`src/rtl/dp_tap_ctrl.sv`:
```
// IEEE 1149.1 TAP controller for the debug port: 16-state FSM, instruction register,
// capture/shift/update strobes for the data registers and the tdo mux.
module dp_tap_ctrl #(
  parameter int               width      = 8,
  parameter logic [width-1:0] IDCODE_INS = 8'h01,
  parameter logic [width-1:0] IR_CAPTURE = 8'h01
) (
  input  logic             tck,
  input  logic             trst,
  input  logic             tms,
  input  logic             tdi,
  input  logic             dr_tdo,
  output logic             tdo,
  output logic             tdo_oe,
  output logic [width-1:0] ir_out,
  output logic             capture_dr,
  output logic             shift_dr,
  output logic             update_dr,
  output logic             capture_ir,
  output logic             shift_ir,
  output logic             update_ir,
  output logic             tlr,
  output logic             run_idle
);

  // Encoding follows the customary 1149.1 state numbering for easier waveform reading.
  localparam logic [3:0] ST_EXIT2_DR = 4'h0;
  localparam logic [3:0] ST_EXIT1_DR = 4'h1;
  localparam logic [3:0] ST_SHIFT_DR = 4'h2;
  localparam logic [3:0] ST_PAUSE_DR = 4'h3;
  localparam logic [3:0] ST_SEL_IR   = 4'h4;
  localparam logic [3:0] ST_UPD_DR   = 4'h5;
  localparam logic [3:0] ST_CAP_DR   = 4'h6;
  localparam logic [3:0] ST_SEL_DR   = 4'h7;
  localparam logic [3:0] ST_EXIT2_IR = 4'h8;
  localparam logic [3:0] ST_EXIT1_IR = 4'h9;
  localparam logic [3:0] ST_SHIFT_IR = 4'hA;
  localparam logic [3:0] ST_PAUSE_IR = 4'hB;
  localparam logic [3:0] ST_RTI      = 4'hC;
  localparam logic [3:0] ST_UPD_IR   = 4'hD;
  localparam logic [3:0] ST_CAP_IR   = 4'hE;
  localparam logic [3:0] ST_TLR      = 4'hF;

  logic [3:0]       state_r;
  logic [3:0]       next_state_s;
  logic [width-1:0] ir_shift_r;
  logic [width-1:0] ir_out_r;

  // TAP next-state decode driven by tms
  always_comb begin
    next_state_s = state_r;
    case (state_r)
      ST_TLR:      next_state_s = tms ? ST_TLR      : ST_RTI;
      ST_RTI:      next_state_s = tms ? ST_SEL_DR   : ST_RTI;
      ST_SEL_DR:   next_state_s = tms ? ST_SEL_IR   : ST_CAP_DR;
      ST_SEL_IR:   next_state_s = tms ? ST_TLR      : ST_CAP_IR;
      ST_CAP_DR:   next_state_s = tms ? ST_EXIT1_DR : ST_SHIFT_DR;
      ST_SHIFT_DR: next_state_s = tms ? ST_EXIT1_DR : ST_SHIFT_DR;
      ST_EXIT1_DR: next_state_s = tms ? ST_UPD_DR   : ST_PAUSE_DR;
      ST_PAUSE_DR: next_state_s = tms ? ST_EXIT2_DR : ST_PAUSE_DR;
      ST_EXIT2_DR: next_state_s = tms ? ST_UPD_DR   : ST_SHIFT_DR;
      ST_UPD_DR:   next_state_s = tms ? ST_SEL_DR   : ST_RTI;
      ST_CAP_IR:   next_state_s = tms ? ST_EXIT1_IR : ST_SHIFT_IR;
      ST_SHIFT_IR: next_state_s = tms ? ST_EXIT1_IR : ST_SHIFT_IR;
      ST_EXIT1_IR: next_state_s = tms ? ST_UPD_IR   : ST_PAUSE_IR;
      ST_PAUSE_IR: next_state_s = tms ? ST_EXIT2_IR : ST_PAUSE_IR;
      ST_EXIT2_IR: next_state_s = tms ? ST_UPD_IR   : ST_SHIFT_IR;
      ST_UPD_IR:   next_state_s = tms ? ST_SEL_DR   : ST_RTI;
      default:     next_state_s = ST_TLR;
    endcase
  end

  // State register and IR datapath; trst discards any partial shift
  always_ff @(posedge tck) begin
    if (trst) begin
      state_r    <= ST_TLR;
      ir_out_r   <= IDCODE_INS;
      ir_shift_r <= '0;
    end else begin
      state_r <= next_state_s;
      case (state_r)
        ST_CAP_IR:   ir_shift_r <= IR_CAPTURE;
        ST_SHIFT_IR: ir_shift_r <= {tdi, ir_shift_r[width-1:1]};
        ST_UPD_IR:   ir_out_r   <= ir_shift_r;
        ST_TLR:      ir_out_r   <= IDCODE_INS;
        default: begin
          ir_shift_r <= ir_shift_r;
          ir_out_r   <= ir_out_r;
        end
      endcase
    end
  end

  assign tlr        = (state_r == ST_TLR);
  assign run_idle   = (state_r == ST_RTI);
  assign capture_dr = (state_r == ST_CAP_DR);
  assign shift_dr   = (state_r == ST_SHIFT_DR);
  assign update_dr  = (state_r == ST_UPD_DR);
  assign capture_ir = (state_r == ST_CAP_IR);
  assign shift_ir   = (state_r == ST_SHIFT_IR);
  assign update_ir  = (state_r == ST_UPD_IR);

  assign ir_out = ir_out_r;
  assign tdo    = shift_ir ? ir_shift_r[0] : (shift_dr ? dr_tdo : 1'b0);
  assign tdo_oe = shift_ir | shift_dr;

endmodule

```
`config.mk`:
```
export PLATFORM = sky130hd
export DESIGN_NAME = dp_tap_ctrl
export DESIGN_NICKNAME = d
export VERILOG_FILES = /design/src/rtl/dp_tap_ctrl.sv
export SDC_FILE = /design/constraint.sdc
export NUM_CORES = 1
export LEC_CHECK = 0
export CAP_MARGIN = 10
export CORE_MARGIN = 10
export CORE_UTILIZATION = 42
export DETAILED_ROUTE_END_ITERATION = 10
export GPL_TIMING_DRIVEN = 0
export HOLD_SLACK_MARGIN = 0.15
export PLACE_DENSITY = 0.79
export SLEW_MARGIN = 20
export SYNTH_ARGS = -nofsm -noshare
export SYNTH_HDL_FRONTEND = slang
export SYNTH_SLANG_ARGS = --single-unit
```
`constraint.sdc`:
```
create_clock -name tck -period 1.1 [get_ports tck]
set_input_delay 0.33 -clock tck [delete_from_list [all_inputs] [get_ports tck]]
set_output_delay 0.33 -clock tck [all_outputs]
set_load 0.005 [all_outputs]
```
==> metrics.txt <==
# TYPE chip_impl_metric gauge
chip_impl_info{name="status",value="finished with violations"} 1
chip_impl_info{name="failed_checks",value="setup timing"} 1
chip_impl_metric{name="port_buffers",unit=""} 21
chip_impl_metric{name="dp_hpwl",unit="um"} 1740
chip_impl_metric{name="post-route-drc-count",unit=""} 0
chip_impl_metric{name="postSynthCellCount",unit=""} 112
chip_impl_metric{name="post_synth_num_cell_types",unit=""} 28
chip_impl_metric{name="final.setup.worst_slack",unit="ps"} -478
chip_impl_metric{name="deepest_clock_path_buffer_count",unit=""} 2
chip_impl_metric{name="holdWs",unit="ps"} 471
chip_impl_metric{name="globalRouteMet2Util",unit=""} 0.255
chip_impl_metric{name="timing_max_transition_violations_final",unit=""} 0
chip_impl_info{name="crit_path_end",value="update_dr"} 1
chip_impl_metric{name="route.detailed.wl_per_inst",unit="um"} 20.1
chip_impl_metric{name="layout_worst_path_cycle_share",unit=""} 1.43
chip_impl_metric{name="rows",unit=""} 16
chip_impl_metric{name="syn_to_final_growth",unit="%"} 89.8
chip_impl_metric{name="cts.clk_slew.worst_paths",unit="ps"} 110
chip_impl_metric{name="maxCapViolCount",unit=""} 0
chip_impl_info{name="worst_path_slowest_cell",value="sky130_fd_sc_hd__dfxtp_4"} 1
chip_impl_info{name="startpoint_of_the_worst_setup_timing_path",value="state_r[1]$_SDFF_PP1_"} 1
chip_impl_info{name="min_path_type",value="in2reg"} 1
chip_impl_info{name="grt.busiest_layer",value="met2"} 1
chip_impl_metric{name="period_minus_slack",unit="ps"} 1580
chip_impl_metric{name="grt_pass1_wl",unit="um"} 4730
chip_impl_metric{name="cp_data_required_time",unit="ps"} 770
chip_impl_info{name="crit_type",value="reg2out"} 1
chip_impl_metric{name="fin_cells",unit=""} 194
chip_impl_metric{name="multi_input_area",unit="um2"} 642
chip_impl_metric{name="final.setup_skew",unit="ps"} 1.93
chip_impl_info{name="cp_cell_sequence",value="buf_8 -> nor4bb_4 -> buf_2"} 1
chip_impl_metric{name="clk-insertion-delay-late",unit="ps"} 310
chip_impl_metric{name="viasPerCell",unit=""} 5.71
chip_impl_metric{name="route.vias.total",unit=""} 1108
chip_impl_info{name="hold_path_startpoint",value="trst"} 1
chip_impl_metric{name="reg2reg_slack",unit="ps"} -240
chip_impl_metric{name="core_area",unit="um2"} 2000
chip_impl_info{name="crit_path_end_kind",value="output pin"} 1
chip_impl_metric{name="seq_area",unit="um2"} 423
chip_impl_info{name="grt_setup_unrepaired",value="yes"} 1
chip_impl_metric{name="static-leakage-power",unit="nW"} 0.717
chip_impl_metric{name="place_congestion",unit=""} 0.802
chip_impl_metric{name="delay_of_the_slowest_cell_on_the_worst_path",unit="ps"} 400
chip_impl_info{name="r2r-end",value="state_r[1]$_SDFF_PP1_"} 1
chip_impl_metric{name="synth_area",unit="um2"} 906
chip_impl_metric{name="synth.ff_latch_count",unit=""} 20
chip_impl_info{name="ys_top_cells_by_area",value="sky130_fd_sc_hd__dfxtp_1, sky130_fd_sc_hd__a21oi_1, sky130_fd_sc_hd__nand2_1"} 1
chip_impl_metric{name="synthesis.yosys.warnings",unit=""} 0
chip_impl_metric{name="synth_enable_flop_cells",unit=""} 0
chip_impl_metric{name="post_route_cells_drive_above_1_share",unit=""} 0.683
chip_impl_metric{name="peakVddDrop",unit="V"} 0.00108
chip_impl_metric{name="initial_core_util",unit=""} 0.453
chip_impl_metric{name="pre_cts_slack",unit="ps"} -724
chip_impl_metric{name="detail_route.wirelength",unit="um"} 3890
chip_impl_metric{name="detail-route-antenna-nets",unit=""} 0
chip_impl_metric{name="fillCellCount",unit=""} 93
chip_impl_metric{name="die_y",unit="um"} 66.4
chip_impl_metric{name="slew_at_the_pin_closest_to_its_max_slew_limit",unit="ps"} 661
chip_impl_metric{name="global_route_met1_usage",unit=""} 0.136
chip_impl_metric{name="pwr_density_cell",unit="nW/um2"} 1300
chip_impl_metric{name="numClockSinks",unit=""} 20
chip_impl_metric{name="finalNetCount",unit=""} 173
chip_impl_metric{name="drtIter0Drc",unit=""} 90
chip_impl_info{name="r2r_start",value="state_r[3]$_SDFF_PP1_"} 1
chip_impl_metric{name="rr_worst_depth",unit=""} 6
chip_impl_metric{name="drtPass1Iterations",unit=""} 4
chip_impl_metric{name="hold_viol",unit=""} 0
chip_impl_metric{name="finalPower",unit="mW"} 2.23
chip_impl_metric{name="synth_seq_area_share",unit=""} 0.442
chip_impl_metric{name="syn_avg_cell_area",unit="um2"} 8.09
chip_impl_metric{name="die-area",unit="um2"} 4410
chip_impl_metric{name="grt.total_usage",unit=""} 0.137
chip_impl_metric{name="grt_pass1_vias",unit=""} 1008
chip_impl_metric{name="cp.arrival",unit="ps"} 1250
chip_impl_info{name="worstSetupStartpointType",value="flip-flop"} 1
chip_impl_metric{name="use_met3",unit=""} 0.0559
chip_impl_info{name="post-synth-top-area-cell",value="sky130_fd_sc_hd__dfxtp_1"} 1
chip_impl_metric{name="die_w",unit="um"} 66.4
chip_impl_metric{name="antenna_found_initial",unit=""} 0
chip_impl_metric{name="setup-violations-final",unit=""} 30
chip_impl_metric{name="diodes",unit=""} 0
chip_impl_metric{name="dp.cells",unit=""} 160
chip_impl_metric{name="fmaxAchievable",unit="MHz"} 634
chip_impl_info{name="dominantRegCellSynth",value="sky130_fd_sc_hd__dfxtp_1"} 1
chip_impl_info{name="tritoncts",value="built"} 1
chip_impl_metric{name="max_fo_critical_path",unit=""} 4
chip_impl_metric{name="slew_headroom",unit=""} 0.559
chip_impl_metric{name="htree_num_levels",unit=""} 1
chip_impl_metric{name="final_util",unit=""} 0.859
chip_impl_metric{name="ys_async_sr_fraction",unit=""} 0
chip_impl_metric{name="postCtsHoldBufs",unit=""} 0
chip_impl_metric{name="mappedNetlistNets",unit=""} 117
chip_impl_info{name="cts_root_buffer",value="sky130_fd_sc_hd__clkbuf_4"} 1
chip_impl_metric{name="grt_max_degree",unit=""} 12
chip_impl_metric{name="netlist.area_leader.share",unit=""} 0.442
chip_impl_metric{name="grt-ovfl-total",unit=""} 0
chip_impl_metric{name="cts-buffers-inserted",unit=""} 3
chip_impl_metric{name="boundaryPins",unit=""} 23
[layout by cell type, fill, tap and decap left out, drive strengths merged, types with 3 or more instances in the layout]
| cell type | count |
|---|---|
| nand2 | 16 |
| dfxtp | 20 |
| clkbuf | 6 |
| nand3 | 8 |
| a21oi | 16 |
| buf | 55 |
| nand3b | 9 |
| nor3 | 7 |
| nor3b | 3 |
| nor2 | 8 |
[registers in the layout (all words and copies together), names as in the netlist]
signal,cells
ir_out,8
state_r,4
ir_shift_r,8
[final cells by class]
cell class / instances / share of cell area
buffer: 5 / 0.0313
clock buffer: 4 / 0.0211
tap: 27 / 0.0197
sequential: 20 / 0.246
multi-input combinational: 81 / 0.373
timing repair buffer: 55 / 0.301
inverter: 2 / 0.00728
[synthesized netlist by cell type (2+ instances only)]
cell type / n
sky130_fd_sc_hd__a21oi_1: 16
sky130_fd_sc_hd__buf_2: 6
sky130_fd_sc_hd__clkbuf_1: 2
sky130_fd_sc_hd__dfxtp_1: 20
sky130_fd_sc_hd__nand2_1: 16
sky130_fd_sc_hd__nand3_1: 7
sky130_fd_sc_hd__nand3b_1: 8
sky130_fd_sc_hd__nor2_1: 8
sky130_fd_sc_hd__nor3_1: 7
sky130_fd_sc_hd__nor3b_1: 3
sky130_fd_sc_hd__o211ai_1: 2
[per-stage QoR]
stage,setup TNS (ps),instance area [um2]
after global routing,-8640,1720
after global placement,-6850,1230
after floorplan,-5.51,982
after detailed placement,-7270,1230
after CTS,-6010,1490
final,-7350,1720
[power breakdown]
| group | leakage (nW) | internal, mW | switching, mW |
|---|---|---|---|
| sequential | 0.166 | 0.762 | 0.0469 |
| clock | 0.0210 | 0.202 | 0.237 |
| combinational | 0.530 | 0.533 | 0.453 |
| total | 0.717 | 1.50 | 0.737 |
[worst max-delay path, delay by kind of cell (launching register included)]
kind                   cells  cell delay [ps]
buffers and inverters      2              290
DFF                        1              400
and+or+nand+nor            1              240
[metal layers]
metal  wire length (um)  vias to the layer above
met1               1410                      531
li1                   -                      504
met5                  0                        -
met4                128                        0
met2               2020                       55
met3                331                       18
[repair_timing]
item / CTS / global route
pin swaps: 22 / 25
buffers inserted: 27 / 9
gates resized for setup: 113 / 45
endpoints found under the setup margin: 24 / 38
[kinds of logic (layout without fill, tap and decap cells)]
kind of cell	Yosys count	count (layout)	synth area share
muxes	1	1	0.0111
buffers and inverters	11	66	0.0580
and+or+nand+nor	57	57	0.340
DFF	20	20	0.442
AOI/OAI and AO/OA	23	23	0.149
[worst min-delay path by stage]
stage / cells past startpoint / endpoint / slack (ps)
4_1_cts: 2 / ir_out[7]$_SDFFE_PP0P_ / 440
5_1_grt: 2 / ir_out[7]$_SDFFE_PP0P_ / 460
3_5_place_dp: 2 / ir_out[7]$_SDFFE_PP0P_ / 440
6_report: 2 / ir_out[7]$_SDFFE_PP0P_ / 470
3_3_place_gp: 2 / ir_out[7]$_SDFFE_PP0P_ / 440
2_1_floorplan: 2 / ir_shift_r[7]$_SDFFE_PP0P_ / 450
Note: power is estimated with default switching activity, not from simulation.
